==> src/rtl/cordic_freq_ctrl.sv <==
// Shadow/active frequency-word bank for NUM_RX cordic NCOs with phase-coherent commit and settle tracking.
// Optional feature: define CORDIC_FREQ_AUTO_COMMIT_EN so every accepted in-range write commits itself.
module cordic_freq_ctrl #(
  parameter int NUM_RX   = 4,
  parameter int WF       = 32,
  parameter int PIPE_LAT = 18,
  parameter int CW       = 3
) (
  input  logic                 clock,
  input  logic                 reset_n,
  input  logic                 wr_valid,
  output logic                 wr_ready,
  input  logic [CW-1:0]        wr_chan,
  input  logic [WF-1:0]        wr_freq,
  input  logic                 commit,
  output logic [NUM_RX*WF-1:0] freq_out,
  output logic [NUM_RX-1:0]    freq_upd,
  output logic [NUM_RX-1:0]    pending,
  output logic                 busy,
  output logic                 settled,
  output logic                 err
);

  localparam logic [1:0] S_IDLE   = 2'd0;
  localparam logic [1:0] S_LOAD   = 2'd1;
  localparam logic [1:0] S_SETTLE = 2'd2;
  localparam int         CNT_W    = $clog2(PIPE_LAT + 1);

  logic [1:0]                   r_state;
  logic [1:0]                   w_state_nxt;
  logic [CNT_W-1:0]             r_cnt;
  logic                         r_queued;
  logic                         r_busy;
  logic                         r_settled;
  logic                         r_err;
  logic [NUM_RX-1:0][WF-1:0]    r_shadow;
  logic [NUM_RX-1:0][WF-1:0]    r_active;
  logic [NUM_RX-1:0]            r_pending;
  logic [NUM_RX-1:0]            r_upd;

  logic w_wr_acc;
  logic w_in_range;
  logic w_commit;
  logic w_settle_done;
  logic w_go_load;

  assign wr_ready      = (r_state != S_LOAD);
  assign w_wr_acc      = wr_valid && wr_ready;
  assign w_in_range    = ({1'b0, wr_chan} < (CW + 1)'(NUM_RX));
`ifdef CORDIC_FREQ_AUTO_COMMIT_EN
  assign w_commit      = commit || (w_wr_acc && w_in_range);
`else
  assign w_commit      = commit;
`endif
  assign w_settle_done = (r_state == S_SETTLE) && (r_cnt == '0);
  // A commit arriving on the final SETTLE cycle chains straight into LOAD like a queued one.
  assign w_go_load     = ((r_state == S_IDLE) || w_settle_done) && (w_commit || r_queued);

  always_comb begin
    // NOTE: default first so every path assigns w_state_nxt and no latch is inferred.
    w_state_nxt = r_state;
    case (r_state)
      S_IDLE:   if (w_go_load) w_state_nxt = S_LOAD;
      S_LOAD:   w_state_nxt = S_SETTLE;
      S_SETTLE: if (w_settle_done) w_state_nxt = w_go_load ? S_LOAD : S_IDLE;
      default:  w_state_nxt = S_IDLE;
    endcase
  end

  always_ff @(posedge clock or negedge reset_n) begin
    if (!reset_n) begin
      r_state   <= S_IDLE;
      r_cnt     <= '0;
      r_queued  <= 1'b0;
      r_busy    <= 1'b0;
      r_settled <= 1'b0;
      r_err     <= 1'b0;
      r_upd     <= '0;
    end else begin
      // NOTE: non-blocking assignments so every register samples pre-edge values.
      r_state   <= w_state_nxt;
      r_busy    <= (r_state != S_IDLE) || w_go_load;
      r_settled <= w_settle_done;
      r_upd     <= (r_state == S_LOAD) ? r_pending : '0;
      if (r_state == S_LOAD) begin
        r_cnt <= CNT_W'(PIPE_LAT - 1);
      end else if ((r_state == S_SETTLE) && (r_cnt != '0)) begin
        r_cnt <= r_cnt - CNT_W'(1);
      end
      if (w_go_load) begin
        r_queued <= 1'b0;
      end else if (w_commit && (r_state != S_IDLE)) begin
        r_queued <= 1'b1;
      end
      if (w_wr_acc && !w_in_range) begin
        r_err <= 1'b1;
      end
    end
  end

  // NOTE: shadows and active words are reset so a retune never exposes stale words after reset.
  always_ff @(posedge clock or negedge reset_n) begin
    if (!reset_n) begin
      r_shadow  <= '0;
      r_active  <= '0;
      r_pending <= '0;
    end else begin
      for (int k = 0; k < NUM_RX; k++) begin
        if (r_state == S_LOAD) begin
          if (r_pending[k]) r_active[k] <= r_shadow[k];
          r_pending[k] <= 1'b0;
        end else if (w_wr_acc && w_in_range && (wr_chan == CW'(k))) begin
          r_shadow[k]  <= wr_freq;
          r_pending[k] <= 1'b1;
        end
      end
    end
  end

  assign freq_out = r_active;
  assign freq_upd = r_upd;
  assign pending  = r_pending;
  assign busy     = r_busy;
  assign settled  = r_settled;
  assign err      = r_err;

endmodule

==> config.mk <==
export PLATFORM = sky130hd
export DESIGN_NAME = cordic_freq_ctrl
export DESIGN_NICKNAME = d
export VERILOG_FILES = /design/src/rtl/cordic_freq_ctrl.sv
export SDC_FILE = /design/constraint.sdc
export NUM_CORES = 1
export LEC_CHECK = 0
export ABC_AREA = 1
export CELL_PAD_IN_SITES_DETAIL_PLACEMENT = 0
export CELL_PAD_IN_SITES_GLOBAL_PLACEMENT = 1
export CORE_ASPECT_RATIO = 1.25
export CORE_UTILIZATION = 36
export DETAILED_ROUTE_END_ITERATION = 16
export GPL_TIMING_DRIVEN = 0
export PLACE_DENSITY = 0.79
export SETUP_SLACK_MARGIN = 0.02
export SLEW_MARGIN = 20
export SYNTH_ARGS = -nofsm -noshare
export SYNTH_HDL_FRONTEND = slang
export SYNTH_SLANG_ARGS = --single-unit
==> constraint.sdc <==
create_clock -name clock -period 1.4 [get_ports clock]
set_clock_uncertainty 0.1 [all_clocks]
set_input_delay 0.35 -clock clock [delete_from_list [all_inputs] [get_ports clock]]
set_output_delay 0.35 -clock clock [all_outputs]
set_load 0.01 [all_outputs]
==> results of run 1 <==
==> metrics by stage <==
step	setup TNS, ps	cell area, um2	setup slack (ps)	hold slack (ps)	util
2_1_floorplan	0	10500	22.0	-45.6	-
3_3_place_gp	-3397690	12700	-12010	344	0.445
3_5_place_dp	-105340	12800	-755	184	0.448
4_1_cts	-76900	13800	-398	-384	0.484
5_1_grt	-99490	13900	-420	-361	0.488
6_report	-70570	13900	-378	-385	0.488
==> worst max-delay path by stage <==
stage	endpoint	slack, ps	cells past startpoint
floorplan	r_shadow[22]	20	8
global placement	freq_out[34]	-12010	1
detailed placement	r_shadow[49]	-750	6
CTS	wr_ready	-400	4
global route	wr_ready	-420	3
finish	wr_ready	-380	3
==> sequential cells by signal, indices dropped and copies added, names as in the netlist <==
signal	count
busy	1
err	1
r_queued	1
freq_upd	4
pending	4
settled	1
r_state	2
r_cnt	5
freq_out	128
r_shadow	128
==> timing repair <==
action | CTS | global route
cloned | 0 | 2
setup endpoints to repair | 408 | 420
pin swaps | 1 | 2
buffers inserted | 56 | 7
gates resized for setup | 652 | 18
hold endpoints to repair | 58 | 48
==> synth_stat cells, types with 2 or more instances <==
| cell | instances | area, um2 |
|---|---|---|
| dfrtp_1 | 275 | 6880 |
| buf_6 | 8 | 90.1 |
| inv_1 | 41 | 154 |
| o21ai_1 | 65 | 325 |
| nand2_1 | 629 | 2360 |
| inv_2 | 6 | 22.5 |
| nor2_1 | 7 | 26.3 |
| nand3_1 | 38 | 190 |
| nor2_8 | 2 | 40.0 |
| nand2_2 | 4 | 25.0 |
| buf_2 | 21 | 105 |
| buf_4 | 7 | 52.6 |
| clkbuf_2 | 2 | 10.0 |
| o21ai_0 | 3 | 15.0 |
| clkbuf_1 | 15 | 56.3 |
| nor3_1 | 2 | 10.0 |
==> cell type report <==
cell class	instances	area [um2]	area share
clock inverter	18	225	0.0162
sequential	275	6880	0.495
timing repair buffer	247	1860	0.133
buffer	53	429	0.0308
inverter	47	184	0.0132
clock buffer	34	774	0.0557
multi-input combinational	760	3120	0.224
antenna	2	5.00	0.000360
tap	355	444	0.0319
==> layer usage <==
metal,vias to the layer above,track usage,part of all wire
li1,4040,-,-
met1,3937,0.247,0.42
met2,180,0.339,0.49
met3,55,0.0431,0.060
met4,0,0.0640,0.028
met5,-,0,0
==> power groups by stage <==
| stage | registers, mW | clock network (mW) | logic [mW] |
|---|---|---|---|
| finish | 13.6 | 8.02 | 10.1 |
| global route | 14.0 | 8.50 | 11.4 |
| CTS | 13.6 | 8.18 | 10.2 |
| detailed placement | 13.7 | 0 | 10.2 |
| global placement | 13.7 | 0 | 10.0 |
| floorplan | 14.2 | 0 | 3.87 |
==> kinds of logic after synthesis <==
kind of cell / after synthesis / share of synthesized area
fa+ha+maj: 1 / 0.00120
flops: 275 / 0.658
compound gates: 70 / 0.0337
buf+inv: 100 / 0.0469
xor+xnor: 1 / 0.000837
simple gates: 688 / 0.260
==> flow_summary.ini, run 1 <==
[hold_path]
hold_class = input port to async pin

[cells_and_area]
syn2layout_area_growth_pct = 33.0
fin_nets = 1452
finalNonFillerCells = 1791
layout_common_cells = nand2_1, dfrtp_1, buf_2
fillers = 2769
layout-drive-gt1-share = 0.230
layout_commonest_cell = nand2_1

[route]
vias = 8212
ant_nets = 0
drtIter0Drc = 477
wirelength_mm = 28.9
wire_per_inst_um = 16.1
drtPass1Iterations = 5
viasPerCell = 4.59
drc_errors = 0

[clock_network]
numCtsBuffers = 28
cts.sinks = 275
hold_buffers = 1
cts_tree = yes
root_buffer = clkbuf_16
cts_buffer_depth = 3
clkLatencyLatePin_ps = 540
h-tree-depth = 1
path_clk_slew_ps = 60

[logic_synthesis]
ys_warn_count = 0
postSynthCellCount = 1135
syn_avg_cell_area_um2 = 9.22
synthFlopType = dfrtp_1
syn_nets = 1175
ys_types = 26
synth_area_um2 = 10500
async_reset_ff_frac = 1.00
synth_edf_count = 0
ys_seq_area_frac = 0.658
ys_seq_elements = 275

[global_routing]
grt_max_degree = 98
antenna_found_initial = 1
grt_use_total = 0.197
grt_pass1_vias = 8325
grt_pass1_wl_mm = 45.6
grt_overflow_total = 0

[setup_path]
slowest_delay_ps = 440
slowest_stage = dfrtp_2
cp.required_ps = 950
crit_chain = nor2_8 > inv_8 > buf_6
path_buf_inv = 2
crit_family = flip-flops
ff2ff_setup_slack_ps = -310
timing.rr.start = r_state[1]
crit_path_start = r_state[1]
reg2reg_depth = 8
crit_path_start_kind = flip-flop
worstPathArrival_ps = 1330
reg2reg_to = r_shadow[16]
end_kind = output pin
worst-path-max-fanout = 2
path_class = flip-flop to output pin

[placement]
gp_congestion = 0.782
place_inst = 1671
hpwl_mm = 20.2
port_buffers = 178

[floorplanning]
fp.dieH_um = 193
core_um2 = 28500
die_x_um = 154
boundaryPins = 179
rows = 69
start_util = 0.367
fp.dieArea_um2 = 29700

[timing]
max-slew-margin-rel = 0.643
rsz0062_at_grt = yes
fmax_mhz = 562
timing.final.crit_share = 1.27
maxSlewViolCount = 0
finalSetupViolCount = 404
fin_hold_ws_ps = -385
min_period_ps = 1780
hold_viol_final = 87
worst_pin_slew_ps = 534
finalWorstSetupSlack_ps = -378

[job]
maxCapViolCount = 0

[power]
power_switching_mw = 10.6
power.share.sequential = 0.428
clock_power_share = 0.253
combPwrFrac = 0.320
powerDensity_nw_per_um2 = 2280
internal_power_mw = 21.2
switching_share = 0.333
p_total_mw = 31.7
max-vdd-ir-drop_mv = 1.04
p_leak_nw = 7.80

[status]
failed_checks = hold timing, setup timing
status = finished, violations left
Power figures use the tool's default switching activity.
==> run 2, diff against run 1 <==
- CORE_UTILIZATION: 36 -> 43
- DONT_BUFFER_PORTS: unset -> 1
==> run 2 against run 1 <==
  * The flow still finishes with violations (hold timing, setup timing)
  * Worst hold slack worse by 210 ps
  * Highest routed layer unchanged
  * Largest cell class unchanged
  * Die area decreased by 16%
  * Worst setup slack gained 84 ps
  * First-iteration DRC count up 4.4%
==> flow_summary.ini, run 2 (same netlist as run 1, synthesis figures left out) <==
[status]
status = finished, violations left
failed_checks = hold timing, setup timing

[timing]
timing.final.crit_share = 1.21
rsz0062_at_grt = yes
min_period_ps = 1690
finalWorstSetupSlack_ps = -294
fin_hold_ws_ps = -595
fmax_mhz = 590
maxSlewViolCount = 0
finalSetupViolCount = 389
worst_pin_slew_ps = 461
hold_viol_final = 275
max-slew-margin-rel = 0.692

[job]
maxCapViolCount = 0

[clock_network]
clkLatencyLatePin_ps = 550
path_clk_slew_ps = 60
cts.sinks = 275
cts_buffer_depth = 3
hold_buffers = 36
cts_tree = yes
numCtsBuffers = 28
root_buffer = clkbuf_16
h-tree-depth = 1

[cells_and_area]
utilization = 0.538
finalNonFillerCells = 1577
layout_common_cells = nand2_1, dfrtp_1, o21ai_1
fin_nets = 1272
syn2layout_area_growth_pct = 22.4
layout_commonest_cell = nand2_1
layout-drive-gt1-share = 0.128

[floorplanning]
boundaryPins = 179
core_um2 = 23800
fp.dieArea_um2 = 25000
die_x_um = 142
fp.dieH_um = 176
rows = 63
start_util = 0.439

[setup_path]
ff2ff_setup_slack_ps = -260
cp.required_ps = 950
reg2reg_depth = 10
worstPathArrival_ps = 1240
crit_path_start_kind = flip-flop
reg2reg_to = freq_out[93]
timing.rr.start = r_state[0]
path_class = flip-flop to output pin
worst-path-max-fanout = 5
end_kind = output pin

[global_routing]
grt_pass1_wl_mm = 43.8
grt_overflow_total = 0
grt_max_degree = 276
grt_pass1_vias = 7877
grt_use_total = 0.226
antenna_found_initial = 1

[power]
p_leak_nw = 6.90
max-vdd-ir-drop_mv = 1.20
powerDensity_nw_per_um2 = 2200

[route]
viasPerCell = 4.84
drtIter0Drc = 498
drc_errors = 0
drtPass1Iterations = 4
vias = 7631
wire_per_inst_um = 17.6
wirelength_mm = 27.8
ant_nets = 0

[placement]
gp_congestion = 0.778
hpwl_mm = 18.3
port_buffers = 0
place_inst = 1460

[hold_path]
hold_class = input port to async pin
[run 2: changes by cell type in the layout (fill, tap and decap cells not counted), moves of 7 or more]
cell / before / now
buf_6: 46 / 29
nand2_2: 5 / 12
nand2_1: 627 / 617
buf_2: 115 / 0
clkdlybuf4s50_1: 37 / 0
buf_4: 78 / 31
dlygate4sd3_1: 1 / 36
[run 2: final cells by class]
class                           instances  area, um2
Clock buffer                           40        806
Fill cell                            2224      11000
Sequential cell                       275       6890
Antenna cell                            1       2.50
Multi-Input combinational cell        760       3160
Buffer                                 53        567
Inverter                               47        211
Timing Repair Buffer                   66        668
Timing Repair inverter                  1       6.26
Tap cell                              325        407
Clock inverter                          9       87.6
[run 2: worst max-delay path by stage]
stage / startpoint / to / slack (ps)
3_5_place_dp: r_state[1] / freq_out[22] / -330
6_report: r_state[1] / wr_ready / -290
4_1_cts: r_state[1] / wr_ready / -300
3_3_place_gp: r_state[0] / freq_out[28] / -340
2_1_floorplan: r_state[0] / r_shadow[22] / 20
5_1_grt: r_state[1] / r_shadow[87] / -330
[run 2: per-stage QoR]
stage               setup WS [ps]  area (um2)  setup TNS [ps]  total power [mW]  hold WS, ps
finish                       -294       12800          -44960              28.1         -595
global route                 -334       12800          -67750              30.0         -617
CTS                          -299       12600          -47930              28.1         -624
detailed placement           -333       10900          -53040              19.9        -37.3
global placement             -337       10900          -50150              19.6        -38.2
floorplan                    22.0       10500               0              18.1        -45.6
[run 2: per-layer routing]
layer  up-vias  part of all wire  track usage
met5         -                 0            0
met3        46             0.072       0.0627
met4         0             0.022       0.0614
met2       196              0.48        0.383
met1      3704              0.43        0.285
li1       3685                 -            -
[run 2: worst max-delay path, stage by stage, from the launching register on]
cell     delay (ps)
dfrtp_2         440
nor2_8          180
inv_8            70
[run 2: power breakdown]
group	internal (mW)	switching [mW]	leakage, nW
combinational	2.61	3.21	2.94
clock	4.17	3.09	0.441
sequential	11.5	3.50	3.52
total	18.3	9.80	6.90
[run 2: repair_timing]
item                                    4_1_cts  5_1_grt
gates resized for setup                      83       54
pin swaps                                     2        2
hold endpoints to repair                    407      275
cloned                                        6        2
endpoints found under the setup margin      401      409
setup buffers                                12       12
==> run 3, diff against run 2 <==
- SLEW_MARGIN: 20 -> unset
==> results of run 3 <==
Same layout as run 2: the final DEF is identical, and so are final timing and power.
